--- config.mk ---
export PLATFORM = sky130hd
export DESIGN_NAME = branch_resolve_unit
export DESIGN_NICKNAME = d
export VERILOG_FILES = /design/src/rtl/branch_resolve_unit.sv
export SDC_FILE = /design/constraint.sdc
export NUM_CORES = 1
export LEC_CHECK = 0
export ABC_AREA = 1
export BUFFER_PORTS_ARGS = -buffer_cell sky130_fd_sc_hd__buf_2
export CAP_MARGIN = 20
export CORE_MARGIN = 2
export CORE_UTILIZATION = 40
export DETAILED_ROUTE_END_ITERATION = 8
export SLEW_MARGIN = 20
export SYNTH_ARGS = -nofsm -noshare
export SYNTH_HDL_FRONTEND = slang
export SYNTH_SLANG_ARGS = --single-unit
--- constraint.sdc ---
create_clock -name clk -period 16.2 [get_ports clk]
set_input_delay 0.81 -clock clk [delete_from_list [all_inputs] [get_ports clk]]
set_output_delay 0.81 -clock clk [all_outputs]
set_load 0.03 [all_outputs]
--- src/rtl/branch_resolve_unit.sv ---
// branch_resolve_unit: pairs queued fetch predictions with in-order execute resolutions,
// issuing BTB writes, mispredict flushes and saturating performance counters.
module branch_resolve_unit #(
    parameter int ADDR_WIDTH = 32,
    parameter int DEPTH      = 8,
    parameter int CNT_WIDTH  = 16
) (
    input  logic                  clk,
    input  logic                  rst,
    input  logic                  pred_valid,
    output logic                  pred_ready,
    input  logic [ADDR_WIDTH-1:0] pred_pc,
    input  logic                  pred_taken,
    input  logic [ADDR_WIDTH-1:0] pred_target,
    input  logic                  res_valid,
    input  logic                  res_taken,
    input  logic [ADDR_WIDTH-1:0] res_target,
    output logic                  btb_valid,
    output logic [ADDR_WIDTH-1:0] btb_update_pc,
    output logic [ADDR_WIDTH-1:0] btb_target_pc,
    output logic                  flush_valid,
    output logic [ADDR_WIDTH-1:0] flush_pc,
    output logic                  underflow_err,
    output logic [CNT_WIDTH-1:0]  branch_cnt,
    output logic [CNT_WIDTH-1:0]  mispredict_cnt
);
    localparam int PW = $clog2(DEPTH);
    localparam logic [PW:0] FULL = (PW + 1)'(DEPTH);

    typedef enum logic {RUN, RECOVER} state_t;

    state_t                r_state;
    logic [ADDR_WIDTH-1:0] r_pc  [DEPTH];
    logic [ADDR_WIDTH-1:0] r_tgt [DEPTH];
    logic [DEPTH-1:0]      r_tk;
    logic [PW-1:0]         r_head;
    logic [PW-1:0]         r_tail;
    logic [PW:0]           r_count;

    logic                  w_run;
    logic                  w_push;
    logic                  w_res;
    logic                  w_mis;
    logic                  w_head_tk;
    logic [ADDR_WIDTH-1:0] w_head_pc;
    logic [ADDR_WIDTH-1:0] w_head_tgt;

    assign w_run      = (r_state == RUN);
    assign pred_ready = w_run && (r_count != FULL);
    assign w_push     = pred_valid && pred_ready;
    assign w_res      = w_run && res_valid && (r_count != '0);
    assign w_head_pc  = r_pc[r_head];
    assign w_head_tgt = r_tgt[r_head];
    assign w_head_tk  = r_tk[r_head];
    assign w_mis      = w_res && ((w_head_tk != res_taken) || (res_taken && (w_head_tgt != res_target)));

    // Queue storage carries no reset; validity is tracked by r_count alone.
    always_ff @(posedge clk) begin
        if (w_push && !w_mis) begin
            r_pc[r_tail]  <= pred_pc;
            r_tgt[r_tail] <= pred_target;
            r_tk[r_tail]  <= pred_taken;
        end
    end

    always_ff @(posedge clk or negedge rst) begin
        if (!rst) begin
            r_state        <= RUN;
            r_head         <= '0;
            r_tail         <= '0;
            r_count        <= '0;
            btb_valid      <= 1'b0;
            btb_update_pc  <= '0;
            btb_target_pc  <= '0;
            flush_valid    <= 1'b0;
            flush_pc       <= '0;
            underflow_err  <= 1'b0;
            branch_cnt     <= '0;
            mispredict_cnt <= '0;
        end else begin
            r_state     <= w_mis ? RECOVER : RUN;
            btb_valid   <= w_res && res_taken;
            flush_valid <= w_mis;
            if (w_res && res_taken) begin
                btb_update_pc <= w_head_pc;
                btb_target_pc <= res_target;
            end
            if (w_mis)
                flush_pc <= res_taken ? res_target : w_head_pc + ADDR_WIDTH'(4);
            if (w_run && res_valid && (r_count == '0))
                underflow_err <= 1'b1;
            if (w_res && (branch_cnt != '1))
                branch_cnt <= branch_cnt + 1'b1;
            if (w_mis && (mispredict_cnt != '1))
                mispredict_cnt <= mispredict_cnt + 1'b1;
            // A mispredict squashes every younger entry and any same-cycle enqueue.
            if (w_mis) begin
                r_head  <= r_head + 1'b1;
                r_tail  <= r_head + 1'b1;
                r_count <= '0;
            end else begin
                if (w_res)
                    r_head <= r_head + 1'b1;
                if (w_push)
                    r_tail <= r_tail + 1'b1;
                r_count <= r_count + {{PW{1'b0}}, w_push} - {{PW{1'b0}}, w_res};
            end
        end
    end
endmodule

* Word-level counts from Yosys, hierarchy flattened
Memory sizes are Yosys's and may differ from the RTL's.
Cells that the tools add are included.
W data, S select, Z words.
** Word-level totals
- Register bits after elaboration :: 150
- Bits in latches :: 0
- Memory bits (writable) :: 512
- ROM bits :: 0
- Bits of input ports :: 102
- Word-level logic and storage cells :: 63
- Memories :: 2
** Memory list
- r_pc :: words 8, width 32, read ports 1, clocked after Yosys merged registers in 0, write ports 1, RTL line 33 : logic [ADDR_WIDTH-1:0] r_pc [DEPTH];
- r_tgt :: words 8, width 32, read ports 1, clocked after Yosys merged registers in 0, write ports 1, RTL line 34 : logic [ADDR_WIDTH-1:0] r_tgt [DEPTH];
** Operators by class
- Add/subtract/negate cells :: 7
- $mul :: 0
- Div/mod/pow operators :: 0
- Magnitude comparators :: 3
- Equality and inequality tests :: 5
- Shift-type cells :: 0
- Multiplexer cells :: 14
- Bitwise gates (word level) :: 1
- Reductions and logical operators :: 18
** Operators with widths (number)
- $add A16 B1 Y16 const B :: 2
- $add A32 B3 Y32 const B :: 1
- $mux W32 :: 1
- $ne A16 B16 Y1 const B :: 2
- $ne A32 B32 Y1 :: 1
- $logic_and A1 B1 Y1 :: 12
- $mux W3 :: 4
- $bwmux W8 :: 1
- $lt A3 B4 Y1 const B :: 2
- $add A3 B1 Y3 const B :: 2
- $mux W1 :: 5
- $add A4 B1 Y4 :: 1
- $logic_not A4 Y1 :: 1
- $mux W4 :: 1
- $ne A4 B4 Y1 const B :: 1
- $reduce_bool A2 Y1 :: 2
- $reduce_bool A4 Y1 :: 1
- $sub A4 B1 Y4 :: 1
- $bmux W1 S3 :: 1
- $demux W1 S3 :: 1
- $ge A3 B1 Y1 const B :: 1
- $logic_not A1 Y1 :: 1
- $logic_or A1 B1 Y1 :: 1
- $ne A1 B1 Y1 :: 1
- $not A1 Y1 :: 1

* Logic depth before layout (Yosys ltp)
- Word-level depth :: 9
- Mapped depth :: 22
- Gate-level depth less buffers :: 19

* Worst setup path after synthesis
No wires, ideal clock.
- Path type :: reg2reg
- From :: register r_head[0]
- To :: memory r_pc[7][0] (enable)
- Setup time :: 0.568 ns
- Data arrival time :: 6.401 ns
- Slack :: 9.230 ns
- Cell stages (with the launch flop) :: 18
- Path through :: dfrtp_1 -> buf_4 -> buf_8 -> buf_2 -> nor2_1 -> nor2_1 -> o21ai_0 -> nand3_1 -> nand3_1 -> nand2_1 -> nor2_1 -> nand3_1 -> nor2_1 -> nand3_1 -> nand2_1 -> buf_4 -> nand2_1 -> nor3_1
** Between the ends
- Word-level cells in the longest chain between the ends :: 9
- Elaborated cells on any way between the ends :: 12
- Those cells by class :: 2 x eq/ne; 4 x mux; 5 x reduce/logical; 1 x memory
** RTL lines
- start: declaration :: RTL line 36 : logic [PW-1:0] r_head;
- start signal: assignment :: RTL line 98 : r_head <= r_head + 1'b1;
- start signal: assignment :: RTL line 103 : r_head <= r_head + 1'b1;
- $mem_v2 Z8 W32 or $bmux W1 S3 (tied branches)
- $ne A32 B32 Y1 or $mux W1 (tied branches) :: RTL line 55, 54
- $logic_and A1 B1 Y1 or $ne A1 B1 Y1 (tied branches) :: RTL line 55 : assign w_mis = w_res && ((w_head_tk != res_taken) || (res_taken && (w_head_tgt != res_target)));
- $logic_or A1 B1 Y1 * :: RTL line 55
- $logic_and A1 B1 Y1 * :: RTL line 55
- $logic_not A1 Y1 * :: RTL line 59 : if (w_push && !w_mis) begin
- $logic_and A1 B1 Y1 * :: RTL line 59
- $mux W1 * :: RTL line 59
- $mux W1 (implied by the code) * :: RTL line 60 : r_pc[r_tail] <= pred_pc;
- end: declaration :: RTL line 33
Every way passes the cells marked *; elsewhere a longest branch is shown, timed or not. The select of a mux whose other input is x is not followed.

* Worst setup path in the final report
- From :: register r_head[0]
- To :: memory r_tgt[4][15] (enable)
** Between the ends
- Word-level cells in the longest chain between the ends :: 9
- Elaborated cells on any way between the ends :: 12
- Those cells by class :: 2 x eq/ne; 4 x mux; 5 x reduce/logical; 1 x memory
** RTL lines
- $mem_v2 Z8 W32 or $bmux W1 S3 (tied branches)
- $ne A32 B32 Y1 or $mux W1 (tied branches) :: RTL line 55, 54
- $logic_and A1 B1 Y1 or $ne A1 B1 Y1 (tied branches) :: RTL line 55
- $logic_or A1 B1 Y1 * :: RTL line 55
- $logic_and A1 B1 Y1 * :: RTL line 55
- $logic_not A1 Y1 * :: RTL line 59
- $logic_and A1 B1 Y1 * :: RTL line 59
- $mux W1 * :: RTL line 59
- $mux W1 (implied by the code) * :: RTL line 61 : r_tgt[r_tail] <= pred_target;
- end: declaration :: RTL line 34
Marks and branches as above.

==> key figures <==
Pwr
  – Leakage Power: 13.23 nW
  – Combinational power share: 0.378
  – Sw frac: 0.4129
  – Peak supply drop: 0.1208 mV
  – Clock power share: 0.253
  – Seq pwr share: 0.369
  – Internal power: 0.003678 W
  – Pwr Density: 191.6 mW/mm²
  – P_sw: 0.002586 W

Global route
  – First-pass GRT wire length: 124,800 µm
  – Overflow after GRT: 0
  – Vias in the first global route: 19,800
  – GRT Total Usage: 0.2251
  – Largest net degree at the start of global routing: 160
  – Initial antenna violation count: 15

Place
  – Gpl congestion: 0.9324
  – Inst Count DP: 3,813
  – Dpl hpwl: 51,640 µm
  – Input/output buffers: 233
  – Post-Place Setup Slack: 8.839 ns

CTS
  – Root Buffer: clkbuf_16
  – Post-CTS Resized: 0
  – Clock slew at reported path FFs: 0.05 ns
  – Post-CTS Hold Fix Bufs: 0
  – H-Tree Depth: 3
  – Later-pin clock latency in the skew report: 0.63 ns
  – CTS tree: built
  – Setup Fix Bufs, Post-CTS: 0
  – Clk buf depth: 3
  – Clock Sinks: 661
  – CTS Buf Count: 71

Cells and area
  – Fillers: 6,464
  – Layout Cells excl Fill: 3,951
  – Multi-input gate area: 0.007984 mm²
  – Area added between synthesis and finish: 14.75%
  – Nets: 3,060
  – Sequential cell area: 0.01915 mm²
  – Most common cell after layout, fill and taps aside: nand2_1
  – Most frequent cells in the layout: nand2_1, edfxtp_1, nor2_1
  – Share of cells above drive strength 1: 0.1399

Yosys
  – Most used DFF post-synth: edfxtp_1
  – Top cell type's share of synthesized area: 0.5480
  – Seq/Total Area, Yosys: 0.6718
  – Area contributors post-synth: edfxtp_1, dfrtp_1, nand2_1, nor2_1, o21ai_0
  – Post-synth EDFFs: 520
  – Synth unique cells: 40
  – Syn nets: 2,864
  – Yosys top cell by area: edfxtp_1
  – Synth warn: 0
  – Post-Syn Area: 0.02849 mm²
  – Syn avg cell area: 10.36 µm²
  – Fraction of registers with async set/reset: 0.2133
  – Post-synthesis register bit count: 661
  – Cells after Synth: 2,750

Die
  – Cell row count: 97
  – Initial Utilization: 0.4055
  – Die ar.: 0.07339 mm²
  – Die width: 270.9 µm
  – Die H: 270.9 µm
  – Io pins: 234
  – Placeable Area: 0.07027 mm²

Worst setup path
  – Max FO, Critical Path: 159
  – CP startpoint kind: register
  – Setup crit end kind: register
  – Worst EP required: 16.42 ns
  – Critical Path AT: 7.08 ns
  – Critical path class: register to register

STA
  – Worst Skew: 0.03957 ns
  – Pins over their slew limit: 0
  – TNS Setup: 0 ns
  – Final setup vio count: 0
  – RSZ-0062 raised after global routing: false
  – Final hold slack: 0.2081 ns
  – Worst Tran Pin Value: 1.079 ns
  – Final worst slack: 9.341 ns
  – Final hold viol count: 0
  – Final min period: 6.859 ns
  – Rel. slew slack: 0.2806
  – Final Cycle Share: 0.4234
  – Fmax achieved: 145.8 MHz

Detailed routing
  – DRT antenna net count: 0
  – Initial DRC count: 2,296
  – Total routed wirelength: 82,870 µm
  – DRC Markers: 0
  – DR pass1 iterations: 8
  – DR vias: 20,610
  – Vias/cell: 5.217
  – WL/cell: 20.97 µm

Job
  – Max-capacitance violation count: 0

Outcome
  – Outcome: finished, final reports clean

Min path
  – Hold Crit Class: input port to asynchronous set/reset pin
-- area by class of cell --
type,instances,area share
Multi-Input combinational cell,1765,0.2442
Clock buffer,100,0.06241
Antenna cell,8,0.0006123
Inverter,192,0.02250
Sequential cell,661,0.5857
Timing Repair Buffer,255,0.04125
Clock inverter,30,0.007347
Tap cell,940,0.03597
-- sequential cells by signal, summed over array words and instances (netlist names) --
name            flops
btb_target_pc      32
branch_cnt         16
r_tail              3
btb_valid           1
r_head              3
r_tk                8
btb_update_pc      32
mispredict_cnt     16
flush_valid         1
r_pc              256
underflow_err       1
r_count             4
r_tgt             256
flush_pc           32
-- worst paths after layout --
check / cells past startpoint / startpoint / slack, ns / to
min in group clk: 1 / pred_pc[2] / 0.46 / r_pc[3][2]
worst min-delay path: 1 / rst / 0.21 / btb_target_pc[1]
worst min register to register: 2 / btb_target_pc[28] / 0.46 / btb_target_pc[28]
worst max-delay path: 18 / r_head[0] / 9.34 / r_tgt[4][15]
max in group asynchronous: 2 / rst / 14.67 / r_head[0]
worst max register to register: 18 / r_head[0] / 9.34 / r_tgt[4][15]
-- critical path: stages, from the launching register on --
cell      delay [ns]
dfrtp_4         0.72
inv_8           0.61
buf_4           0.91
nand2_1         0.10
nand3_1         0.11
nand3_1         0.12
nand3b_1        0.16
nand2_1         0.07
inv_1           0.08
nand2_1         0.06
nor2_1          0.09
nand2_1         0.10
nor2_1          0.11
nand3_1         0.20
nand2_2         0.10
buf_4           0.46
nand3_1         0.48
nor2_4          0.82
buf_4           0.77
-- power groups by stage --
stage               Clock [W]  Combinational (W)  Sequential [W]
floorplan                   0            0.00145         0.00252
global placement            0            0.00232         0.00233
detailed placement          0            0.00236         0.00234
CTS                   0.00161            0.00237         0.00231
global route          0.00168            0.00263         0.00234
finish                0.00159            0.00237         0.00231
-- kinds of logic (layout without fill, tap and decap cells) --
group | count (synthesis) | count (layout) | share of synthesized area
simple gates | 1361 | 1361 | 0.1955
other cells | 0 | 8 | 0
fa+ha+maj | 12 | 12 | 0.005533
compound gates | 354 | 354 | 0.06521
xor+xnor | 38 | 38 | 0.01168
flops | 661 | 661 | 0.6718
buf+inv | 324 | 577 | 0.05028
-- synthesized netlist by cell type, types with 2 or more instances --
cell / instances
a21oi_1: 4
a31oi_1: 2
and2_1: 3
buf_1: 12
buf_2: 47
buf_4: 12
buf_6: 12
buf_8: 2
clkbuf_1: 47
clkinv_1: 2
dfrtp_1: 141
edfxtp_1: 520
ha_1: 11
inv_1: 179
inv_2: 11
nand2_1: 670
nand2_2: 10
nand3_1: 183
nand3_2: 2
nand3b_1: 15
nand4_1: 16
nor2_1: 430
nor2_2: 10
nor2_4: 5
nor3_1: 13
nor4_1: 2
o211ai_1: 2
o211ai_2: 4
o21ai_0: 240
o21ai_1: 77
o21ai_2: 4
o221ai_1: 2
o22ai_1: 17
xnor2_1: 16
xor2_1: 22
-- routing by layer --
metal / vias to the layer above / part of all wire / GRT usage
met5: - / 0.00089 / 0
met4: 12 / 0.031 / 0.08782
met3: 146 / 0.077 / 0.04145
met2: 833 / 0.46 / 0.3527
met1: 9981 / 0.43 / 0.3108
li1: 9639 / - / -
-- through the flow --
| step | cell area [µm²] | total power [W] | util |
|---|---|---|---|
| global placement | 30370 | 0.004655 | 0.4322 |
| finish | 32700 | 0.006264 | 0.4653 |
| detailed placement | 30370 | 0.004701 | 0.4322 |
| floorplan | 28490 | 0.003971 | - |
| CTS | 32650 | 0.006296 | 0.4646 |
| global route | 32690 | 0.006645 | 0.4652 |
No activity file was read; power rests on OpenSTA's default activity.
